## src/rtl/pad_loopback_if.sv

```systemverilog
// Pad loopback tester bus: control, status and pad-side nets.
// The master side is the controller (and the pad model); the slave is the tester.
interface pad_loopback_if #(
  parameter int ERR_W = 8
) ();
  logic             start;
  logic             pattern_sel;
  logic             pad_a;
  logic             pad_oe;
  logic             pad_ie;
  logic             pad_y;
  logic             busy;
  logic             done;
  logic             pass;
  logic [ERR_W-1:0] err_count;

  modport master (
    output start, pattern_sel, pad_y,
    input  pad_a, pad_oe, pad_ie, busy, done, pass, err_count
  );

  modport slave (
    input  start, pattern_sel, pad_y,
    output pad_a, pad_oe, pad_ie, busy, done, pass, err_count
  );
endinterface

```

## src/rtl/pad_loopback_tester.sv

```systemverilog
// Pad loopback self-test: drives a PRBS8 or alternating pattern onto the test
// pad, reads it back through a 2-flop synchroniser and counts mismatches.
module pad_loopback_tester #(
  parameter int PATTERN_LEN   = 64,
  parameter int SETTLE_CYCLES = 4,
  parameter int ERR_W         = 8
) (
  input  logic            clk,
  input  logic            rst_n,
  pad_loopback_if.slave   bus
);
  localparam int BW = $clog2(PATTERN_LEN + 1);
  localparam int SW = $clog2(SETTLE_CYCLES + 1);
  localparam logic [7:0]       SEED    = 8'h01;
  localparam logic [ERR_W-1:0] ERR_MAX = '1;

  typedef enum logic [1:0] {IDLE, RUN, DONE} state_t;

  state_t           state;
  logic             sync1, sync2;
  logic             sel_q;
  logic             a_q, oe_q, ie_q, busy_q, done_q, pass_q;
  logic [7:0]       lfsr, lfsr_nxt;
  logic [BW-1:0]    bit_cnt;
  logic [SW-1:0]    settle;
  logic [ERR_W-1:0] err_q, err_nxt;
  logic             sample, last_bit;

  // Pattern step, sample strobe and saturating error update. a_q always holds
  // the expected bit while running, so it doubles as the comparator reference.
  always_comb begin
    lfsr_nxt = {lfsr[6:0], lfsr[7] ^ lfsr[5] ^ lfsr[4] ^ lfsr[3]};
    sample   = (settle == SW'(SETTLE_CYCLES));
    last_bit = (bit_cnt == BW'(PATTERN_LEN - 1));
    err_nxt  = err_q;
    if (sample && (sync2 != a_q) && (err_q != ERR_MAX))
      err_nxt = err_q + ERR_W'(1);
  end

  // Two-flop synchroniser for the asynchronous pad readback.
  always_ff @(posedge clk or negedge rst_n) begin
    if (!rst_n) begin
      sync1 <= 1'b0;
      sync2 <= 1'b0;
    end else begin
      sync1 <= bus.pad_y;
      sync2 <= sync1;
    end
  end

  // Run control FSM with registered pad and status outputs.
  always_ff @(posedge clk or negedge rst_n) begin
    if (!rst_n) begin
      state   <= IDLE;
      sel_q   <= 1'b0;
      lfsr    <= SEED;
      bit_cnt <= '0;
      settle  <= '0;
      err_q   <= '0;
      a_q     <= 1'b0;
      oe_q    <= 1'b0;
      ie_q    <= 1'b0;
      busy_q  <= 1'b0;
      done_q  <= 1'b0;
      pass_q  <= 1'b0;
    end else begin
      ie_q <= 1'b1;
      case (state)
        IDLE, DONE: begin
          if (bus.start) begin
            state   <= RUN;
            sel_q   <= bus.pattern_sel;
            lfsr    <= SEED;
            bit_cnt <= '0;
            settle  <= '0;
            err_q   <= '0;
            // first bit: alternating starts at 1, PRBS starts at seed MSB
            a_q     <= bus.pattern_sel ? 1'b1 : SEED[7];
            oe_q    <= 1'b1;
            busy_q  <= 1'b1;
            done_q  <= 1'b0;
            pass_q  <= 1'b0;
          end
        end
        RUN: begin
          if (sample) begin
            err_q   <= err_nxt;
            lfsr    <= lfsr_nxt;
            bit_cnt <= bit_cnt + BW'(1);
            settle  <= '0;
            if (last_bit) begin
              state  <= DONE;
              a_q    <= 1'b0;
              oe_q   <= 1'b0;
              busy_q <= 1'b0;
              done_q <= 1'b1;
              pass_q <= (err_nxt == '0);
            end else begin
              // next bit: alternating is ~(k+1)[0] = k[0]; PRBS is lfsr_nxt[7]
              a_q <= sel_q ? bit_cnt[0] : lfsr[6];
            end
          end else begin
            settle <= settle + SW'(1);
          end
        end
        default: state <= IDLE;
      endcase
    end
  end

  assign bus.pad_a     = a_q;
  assign bus.pad_oe    = oe_q;
  assign bus.pad_ie    = ie_q;
  assign bus.busy      = busy_q;
  assign bus.done      = done_q;
  assign bus.pass      = pass_q;
  assign bus.err_count = err_q;
endmodule

```

## src/flat_wrapper.sv

```systemverilog
// flat-port wrapper written by rule: the top's interface ports become plain ports
module pad_loopback_tester_flat 
#(
  parameter int PATTERN_LEN   = 64,
  parameter int SETTLE_CYCLES = 4,
  parameter int ERR_W         = 8
)
  (clk, rst_n, bus_start, bus_pattern_sel, bus_pad_y, bus_pad_a, bus_pad_oe, bus_pad_ie, bus_busy, bus_done, bus_pass, bus_err_count);
  pad_loopback_if #(.ERR_W(ERR_W)) bus_i ();
  input  logic clk;
  input  logic rst_n;
  input wire logic [$bits(bus_i.start)-1:0] bus_start;
  input wire logic [$bits(bus_i.pattern_sel)-1:0] bus_pattern_sel;
  input wire logic [$bits(bus_i.pad_y)-1:0] bus_pad_y;
  output wire logic [$bits(bus_i.pad_a)-1:0] bus_pad_a;
  output wire logic [$bits(bus_i.pad_oe)-1:0] bus_pad_oe;
  output wire logic [$bits(bus_i.pad_ie)-1:0] bus_pad_ie;
  output wire logic [$bits(bus_i.busy)-1:0] bus_busy;
  output wire logic [$bits(bus_i.done)-1:0] bus_done;
  output wire logic [$bits(bus_i.pass)-1:0] bus_pass;
  output wire logic [$bits(bus_i.err_count)-1:0] bus_err_count;
  assign bus_i.start = bus_start;
  assign bus_i.pattern_sel = bus_pattern_sel;
  assign bus_i.pad_y = bus_pad_y;
  assign bus_pad_a = bus_i.pad_a;
  assign bus_pad_oe = bus_i.pad_oe;
  assign bus_pad_ie = bus_i.pad_ie;
  assign bus_busy = bus_i.busy;
  assign bus_done = bus_i.done;
  assign bus_pass = bus_i.pass;
  assign bus_err_count = bus_i.err_count;
  pad_loopback_tester #(.PATTERN_LEN(PATTERN_LEN), .SETTLE_CYCLES(SETTLE_CYCLES), .ERR_W(ERR_W)) u_core (.clk(clk), .rst_n(rst_n), .bus(bus_i));
endmodule
```

## config.mk

```make
export PLATFORM = sky130hd
export DESIGN_NAME = pad_loopback_tester_flat
export DESIGN_NICKNAME = d
export VERILOG_FILES = /design/src/rtl/pad_loopback_if.sv /design/src/rtl/pad_loopback_tester.sv /design/src/flat_wrapper.sv
export SDC_FILE = /design/constraint.sdc
export NUM_CORES = 1
export LEC_CHECK = 0
export BUFFER_PORTS_ARGS = -buffer_cell sky130_fd_sc_hd__buf_2
export CAP_MARGIN = 25
export CORE_MARGIN = 2
export CORE_UTILIZATION = 65
export CTS_BUF_LIST = sky130_fd_sc_hd__clkbuf_8
export CTS_CLUSTER_SIZE = 20
export DETAILED_ROUTE_END_ITERATION = 8
export GPL_TIMING_DRIVEN = 0
export PLACE_DENSITY = 0.91
export REMOVE_ABC_BUFFERS = 1
export SLEW_MARGIN = 20
export SYNTH_ARGS = -nofsm -noshare
export SYNTH_HDL_FRONTEND = slang
export SYNTH_SLANG_ARGS = --single-unit
```

## constraint.sdc

```tcl
create_clock -name clk -period 4.6 [get_ports clk]
set_clock_uncertainty 0.05 [all_clocks]
set_input_delay 0.92 -clock clk [delete_from_list [all_inputs] [get_ports clk]]
set_output_delay 0.92 -clock clk [all_outputs]
set_load 0.005 [all_outputs]
```

==> impl_results.md, run 1 <==
- Status: complete, no violations
- Synthesized area per cell: 9.36 µm²
- Drc violations: 0
- CTS sink count: 36
- Hold Startpoint: u_core.sync1
- Area leader, netlist: dfrtp_1
- Non-filler cells, final: 242
- Initial antenna violation count: 0
- # hold bufs at CTS: 0
- Area delta synth->final: 13.3%
- WP data required: 4.70 ns
- # IOs: 19
- Number of synthesized flops with an enable pin: 0
- Max rail drop VDD: 0.540 mV
- Worst Tran Pin Value: 0.946 ns
- Fmax: 430 MHz
- Met2 wire length: 1870 µm
- CP endpoint: u_core.bit_cnt[5]
- FF-to-FF End: u_core.bit_cnt[5]
- DR WL/cell: 15.6 µm
- Chip width: 57.0 µm
- Asr flop ratio synth: 100%
- Maxcap violations: 0
- Fin crit share: 50.6%
- Total power: 1.15 mW
- Port Buffers: 18
- Gates resized, CTS repair: 0
- Antenna viol nets, final: 0
- First-pass GRT wire length: 6600 µm
- Unrepaired setup endpoints after global routing: false
- Mapped Area: 1820 µm²
- Yosys reg bits: 36
- Vias per Instance: 6.19
- Share of post-route cells with drive strength above 1: 15.2%
- Fin area: 2070 µm²
- Post-synthesis cell count: 195
- Hold Vio Cnt, Final: 0
- Reg2reg start: u_core.settle[0]
- Clk buf depth: 2
- R2R Setup Slk: 2.27 ns
- CP Max Fanout: 26
- R2R depth: 7
- Post-CTS setup buffer count: 0
- Clock root buffer master: clkbuf_8
- Leak Pwr: 0.918 nW
- Critical path data arrival time: 2.42 ns
- Pin count of the biggest net entering global routing: 37
- Row count: 19
- Synthesis Warnings: 0
- Synth top area share: 48.0%
- Main synth FF type: dfrtp_1
- Pwr/cell area: 558 nW/µm²
- Post-DP HPWL: 2610 µm
- Critical path startpoint: u_core.settle[0]
- Ant. Diodes: 0
- RePlAce Congestion: 0.879
- TritonCTS buffer count: 5
- Setup CP Type: reg -> reg
- Slew Limit Fails: 0
- Hold crit path type: reg -> reg
- Placed Cells: 234
- Slew HR: 36.8%
- Vias: 1497
- Commonest cells after routing, fill and taps aside: 35 x nand2_1, 35 x dfrtp_1, 21 x nor2_1
- Post-Route WL: 3780 µm
- DRT met1 WL: 1620 µm
- H-Tree Depth: 2
- Sequential area share after synthesis: 49.5%
- First-pass DRT Iterations: 4
- Clk_lat worst skew: 0.29 ns
- Worst setup SP type: flop
- Hold depth: 0
- CTS tree: yes
- Top cells by area, synth: dfrtp_1 48%, nand2_1 7.2%, o21ai_0 4.7%, nor2_1 4.3%, xnor2_1 3.4%
- Core box area: 2710 µm²
- DP Area: 1910 µm²
- Die height: 57.0 µm
- Vias in the first global route: 1467
- Top Layer Used: met4
- Total global routing overflow: 0
- DR iter-0 viols: 55
- Final setup viols: 0
- Worst Setup End Kind: flop
- Fin Setup TNS: 0 ns
- Die area: 3250 µm²
- Total Nets Final: 219
- GRT Total Usage: 26.9%
- Min Tclk post-route: 2.33 ns
- Met3 WL: 190 µm
- Clock slew at reported path FFs: 0.07 ns
- Yosys cell types: 44
- Initial Utilization: 67.3%
[logic make-up after synthesis]
family / after synthesis / synth area share (%)
flip-flops: 36 / 49.5
AND/OR/NAND/NOR: 87 / 22.8
AO/OA/AOI/OAI: 37 / 13.1
other: 1 / 0.206
XOR/XNOR: 11 / 5.28
buffers and inverters: 13 / 3.09
multiplexers: 6 / 3.36
adder cells (fa/ha/maj): 4 / 2.74
[through the flow]
step,utilization (%),worst slack (ns),hold slack (ns)
6_report,76.3,2.27,0.315
4_1_cts,76.3,2.28,0.314
3_5_place_dp,70.4,2.11,0.296
5_1_grt,76.3,2.03,0.321
3_3_place_gp,70.4,2.11,0.285
2_1_floorplan,-,2.60,0.281
[report_power, final]
part	switching, mW	total (mW)	internal, mW
clock network	0.117	0.388	0.271
logic	0.162	0.280	0.118
registers	0.0835	0.485	0.402
[flip-flops by register name (all words and copies together) (netlist names)]
name,cells
u_core.bus.pad_oe,1
u_core.bus.done,1
u_core.bus.pad_ie,1
u_core.sync1,1
u_core.sel_q,1
u_core.bus.err_count,8
u_core.bus.pass,1
u_core.bus.pad_a,1
u_core.lfsr,8
u_core.settle,3
u_core.state,2
u_core.bit_cnt,7
u_core.sync2,1
[synth_stat cells (3+ instances only)]
library cell and number:
a21o_1 3, buf_2 3, clkbuf_1 6, dfrtp_1 35
ha_1 4, inv_1 3, mux2i_1 5, nand2_1 35
nand3_1 6, nand4_1 3, nor2_1 21, nor3_1 6
nor4_1 4, o21ai_0 17, xnor2_1 7, xor2_1 4
[worst max-delay path, cell delays in order (launching register included)]
cell and delay (ns):
dfrtp_1 0.40, inv_1 0.09, ha_1 0.21, and4b_1 0.77, nand4_1 0.26, nor2_1 0.20
xnor2_1 0.15, nor2_1 0.06
[area by class of cell]
type,count,area [µm²]
Tap cell,31,38.8
Inverter,3,11.3
Multi-Input combinational cell,146,866
Fill cell,188,643
Clock inverter,3,90.1
Timing Repair Buffer,18,90.1
Clock buffer,5,68.8
Sequential cell,36,902
[how the worst min path moves through the flow]
| stage | slack, ns | to |
|---|---|---|
| 6_report | 0.32 | u_core.sync2 |
| 3_3_place_gp | 0.29 | u_core.sync2 |
| 5_1_grt | 0.32 | u_core.sync2 |
| 2_1_floorplan | 0.28 | u_core.sync2 |
| 3_5_place_dp | 0.30 | u_core.sync2 |
| 4_1_cts | 0.31 | u_core.sync2 |
[per-layer routing]
layer  vias up  track usage, %
met3        12            4.99
met4         0            16.6
li1        709               -
met2        49            41.5
met5         -               0
met1       727            35.5
Note: power is estimated with default switching activity, not from simulation.
==> run 2, diff against run 1 <==
ABC_AREA = 1   (was default)
CORE_UTILIZATION = 61   (was 65)
PLACE_DENSITY = 0.86   (was 0.91)
clock period = 2.4 ns   (was 4.6 ns; I/O delays follow)
==> run 2 against run 1 <==
  * Worst setup slack worse by 1.8 ns
  * Clock power is 9.8% higher
  * Worst hold slack worse by 0.096 ns
  * Die area is 11% higher
  * Critical endpoint is now u_core.bit_cnt[6]
  * Largest power group unchanged
  * Highest routed layer unchanged
==> impl_results.md, run 2 <==
- Pwr/cell area: 1050 nW/µm² (+89%)
- Drc violations: 0 (unchanged)
- Total power: 2.20 mW (+91%)
- Die height: 59.9 µm (+5.2%)
- Post-synthesis mux area share: 0% (-3.4 points)
- Vias per Instance: 5.35 (-14%)
- CTS sink count: 36 (unchanged)
- Synth Area in Adders: 2.62% (-0.12 points)
- Gates resized, CTS repair: 0 (unchanged)
- Max rail drop VDD: 0.718 mV (+33%)
- Main synth FF type: dfrtp_1
- Ant. Diodes: 0 (unchanged)
- Clock root buffer master: clkbuf_8
- Vias in the first global route: 1465 (-0.14%)
- Post-DP HPWL: 2600 µm (-0.63%)
- Post-synthesis cell count: 239 (+23%)
- Total Nets Final: 267 (+22%)
- Int Pwr: 1.34 mW (+69%)
- Largest family of logic cells by synthesized area: simple AND/OR/NAND/NOR gates
- Worst Setup End Kind: flop
- Fin Setup TNS: 0 ns (unchanged)
- Pin count of the biggest net entering global routing: 37 (unchanged)
- Psw: 857 µW (+140%)
- Slew HR: 48.2% (+11 points)
- Post-Route WL: 3590 µm (-5.0%)
- WP data required: 2.52 ns (-2.18 ns)
- Synth top area share: 45.9% (-2.1 points)
- Antenna viol nets, final: 0 (unchanged)
- Yosys cell types: 33 (-25%)
- Hold Vio Cnt, Final: 0 (unchanged)
- Status: complete, no violations
- Clk pwr share: 19.4% (-14 points)
- Synthesized area per cell: 7.99 µm² (-15%)
- DR WL/cell: 12.3 µm (-21%)
- Sw Share: 39.0% (+7.6 points)
- Clock slew at reported path FFs: 0.06 ns (about the same)
- Worst setup SP type: flop
- Hold WS: 0.219 ns (-0.0962 ns)
- Unrepaired setup endpoints after global routing: false
- Post-synthesis compound-gate area fraction: 10.6% (-2.5 points)
- Maxcap violations: 0 (unchanged)
- Setup CP Type: reg -> reg
- TritonCTS buffer count: 5 (unchanged)
- Most frequent cells after synthesis: 72 x nand2_1, 35 x dfrtp_1, 29 x inv_1
- Die area: 3590 µm² (+11%)
- Share of post-route cells with drive strength above 1: 15.8% (+0.66 points)
- Post-synthesis simple-gate area fraction: 27.9% (+5.1 points)
- Critical path startpoint: u_core.settle[0]
- Hold crit path type: in -> async
- First-pass GRT wire length: 6180 µm (-6.5%)
- First-pass DRT Iterations: 4 (unchanged)
- Leak Pwr: 1.10 nW (+20%)
- Critical path data arrival time: 2.05 ns (-0.37 ns)
- CP max stage cell: dfrtp_1
- Placed Cells: 284 (+21%)
- Final setup viols: 0 (unchanged)
- Post-CTS setup buffer count: 0 (unchanged)
- Slew Limit Fails: 0 (unchanged)
- Fmax: 516 MHz (+20%)
- Total global routing overflow: 0 (unchanged)
- Mapped Area: 1910 µm² (+4.7%)
- RePlAce Congestion: 0.896 (+1.9%)
- DR iter-0 viols: 100 (+82%)
- Initial Utilization: 63.6% (-3.7 points)
- R2R depth: 9 (+2)
- R2R Setup Slk: 0.46 ns (-1.81 ns)
- Sequential area share after synthesis: 47.2% (-2.2 points)
- Post-synthesis xor/xnor area fraction: 2.29% (-3.0 points)
- Clk_lat worst skew: 0.28 ns (about the same)
- Min Tclk post-route: 1.94 ns (-0.387 ns)
- Combinational Power Share: 35.9% (+12 points)
- Port Buffers: 18 (unchanged)
- Top cells by area, synth: dfrtp_1 46%, nand2_1 14%, inv_1 5.7%, o21ai_0 4.5%, nor2_1 3.5%
- CTS tree: yes
- Synthesis Warnings: 0 (unchanged)
- Most common cell after layout, fill and taps aside: nand2_1
- CP Max Fanout: 21 (-19%)
- # IOs: 19 (unchanged)
- Most used cell, CP: nand2_2
- Asr flop ratio synth: 100% (unchanged)
- H-Tree Depth: 2 (unchanged)
- # hold bufs at CTS: 0 (unchanged)
- Core box area: 3000 µm² (+11%)
- Fin crit share: 80.8% (+30 points)
- Commonest cells after routing, fill and taps aside: 72 x nand2_1, 35 x dfrtp_1, 31 x inv_1
- Chip width: 59.9 µm (+5.2%)
- Crit path largest cell delay: 0.40 ns (-0.37 ns)
- Most common cell in the synthesized netlist: nand2_1
- Clk buf depth: 2 (unchanged)
- Worst Tran Pin Value: 0.777 ns (-0.169 ns)
- Initial antenna violation count: 0 (unchanged)
- Vias: 1561 (+4.3%)
- Final Util: 69.5% (-6.7 points)
- Area delta synth->final: 9.37%
- Yosys reg bits: 36 (unchanged)
- Row count: 20 (+1)
- Seq pwr share: 44.7% (+2.6 points)
- Number of synthesized flops with an enable pin: 0 (unchanged)
- Reg2reg start: u_core.settle[0]
- CP Cell Sequence: inv_1, ha_1, nand2_2, clkinv_4, nand2_2, nand2_2, inv_1, nor4_1, nor3_1
- Fill cells: 272 (+45%)
- Area leader, netlist: dfrtp_1
- Non-filler cells, final: 292 (+21%)
- FF-to-FF End: u_core.bit_cnt[6]
- GRT Total Usage: 23.5% (-3.4 points)
==> run 2: changes by cell type in the layout (fill, tap and decap cells not counted), sizes merged, moves of 5 or more <==
| cell | previous run | this run |
|---|---|---|
| nand2 | 35 | 77 |
| inv | 3 | 34 |
| o22ai | 0 | 7 |
| nand3 | 7 | 14 |
| mux2i | 5 | 0 |
==> run 2: worst max path at each step <==
stage / cells past startpoint / to / slack, ns
global route: 10 / u_core.bit_cnt[4] / 0.27
global placement: 9 / u_core.bit_cnt[6] / 0.50
floorplan: 10 / u_core.bit_cnt[4] / 0.75
finish: 9 / u_core.bit_cnt[6] / 0.46
detailed placement: 10 / u_core.bit_cnt[4] / 0.47
CTS: 10 / u_core.bit_cnt[4] / 0.45
==> run 2: cell type report <==
type	count	area, µm²	area share, %
sequential	36	902	43.2
multi-input combinational	163	832	39.8
inverter	34	133	6.35
timing repair buffer	18	90.1	4.31
clock buffer	6	82.6	3.95
tap	33	41.3	1.98
clock inverter	2	7.51	0.359
==> run 2: metal layers <==
metal | global-route usage [%] | wire (µm) | vias up
met5 | 0 | 0 | -
met4 | 10.2 | 70 | 0
met3 | 5.84 | 157 | 8
met2 | 38.7 | 1710 | 41
met1 | 29.2 | 1650 | 718
li1 | - | - | 794
==> run 2: cell families after synthesis <==
| kind of cell | count (synthesis) |
|---|---|
| adder cells (fa/ha/maj) | 4 |
| buffers and inverters | 40 |
| other | 1 |
| AO/OA/AOI/OAI | 35 |
| flip-flops | 36 |
| AND/OR/NAND/NOR | 118 |
| XOR/XNOR | 5 |
==> run 2: critical path, delay by kind of cell (launching register included) <==
| kind | cells | cell delay (ns) |
|---|---|---|
| adder cells (fa/ha/maj) | 1 | 0.15 |
| buffers and inverters | 3 | 0.34 |
| flip-flops | 1 | 0.40 |
| AND/OR/NAND/NOR | 5 | 0.87 |
==> run 2: metrics by stage <==
stage | setup slack [ns] | area, µm²
final | 0.461 | 2090
after global routing | 0.270 | 2090
after CTS | 0.451 | 2090
after detailed placement | 0.470 | 2000
after global placement | 0.504 | 2000
after floorplan | 0.749 | 1870
==> run 2: power by group through the flow <==
| stage | clock network [mW] | registers (mW) | logic [mW] |
|---|---|---|---|
| global route | 0.466 | 1.01 | 0.917 |
| floorplan | 0 | 0.960 | 0.588 |
| global placement | 0 | 0.982 | 0.758 |
| finish | 0.426 | 0.983 | 0.788 |
| detailed placement | 0 | 0.993 | 0.794 |
| CTS | 0.443 | 0.983 | 0.796 |
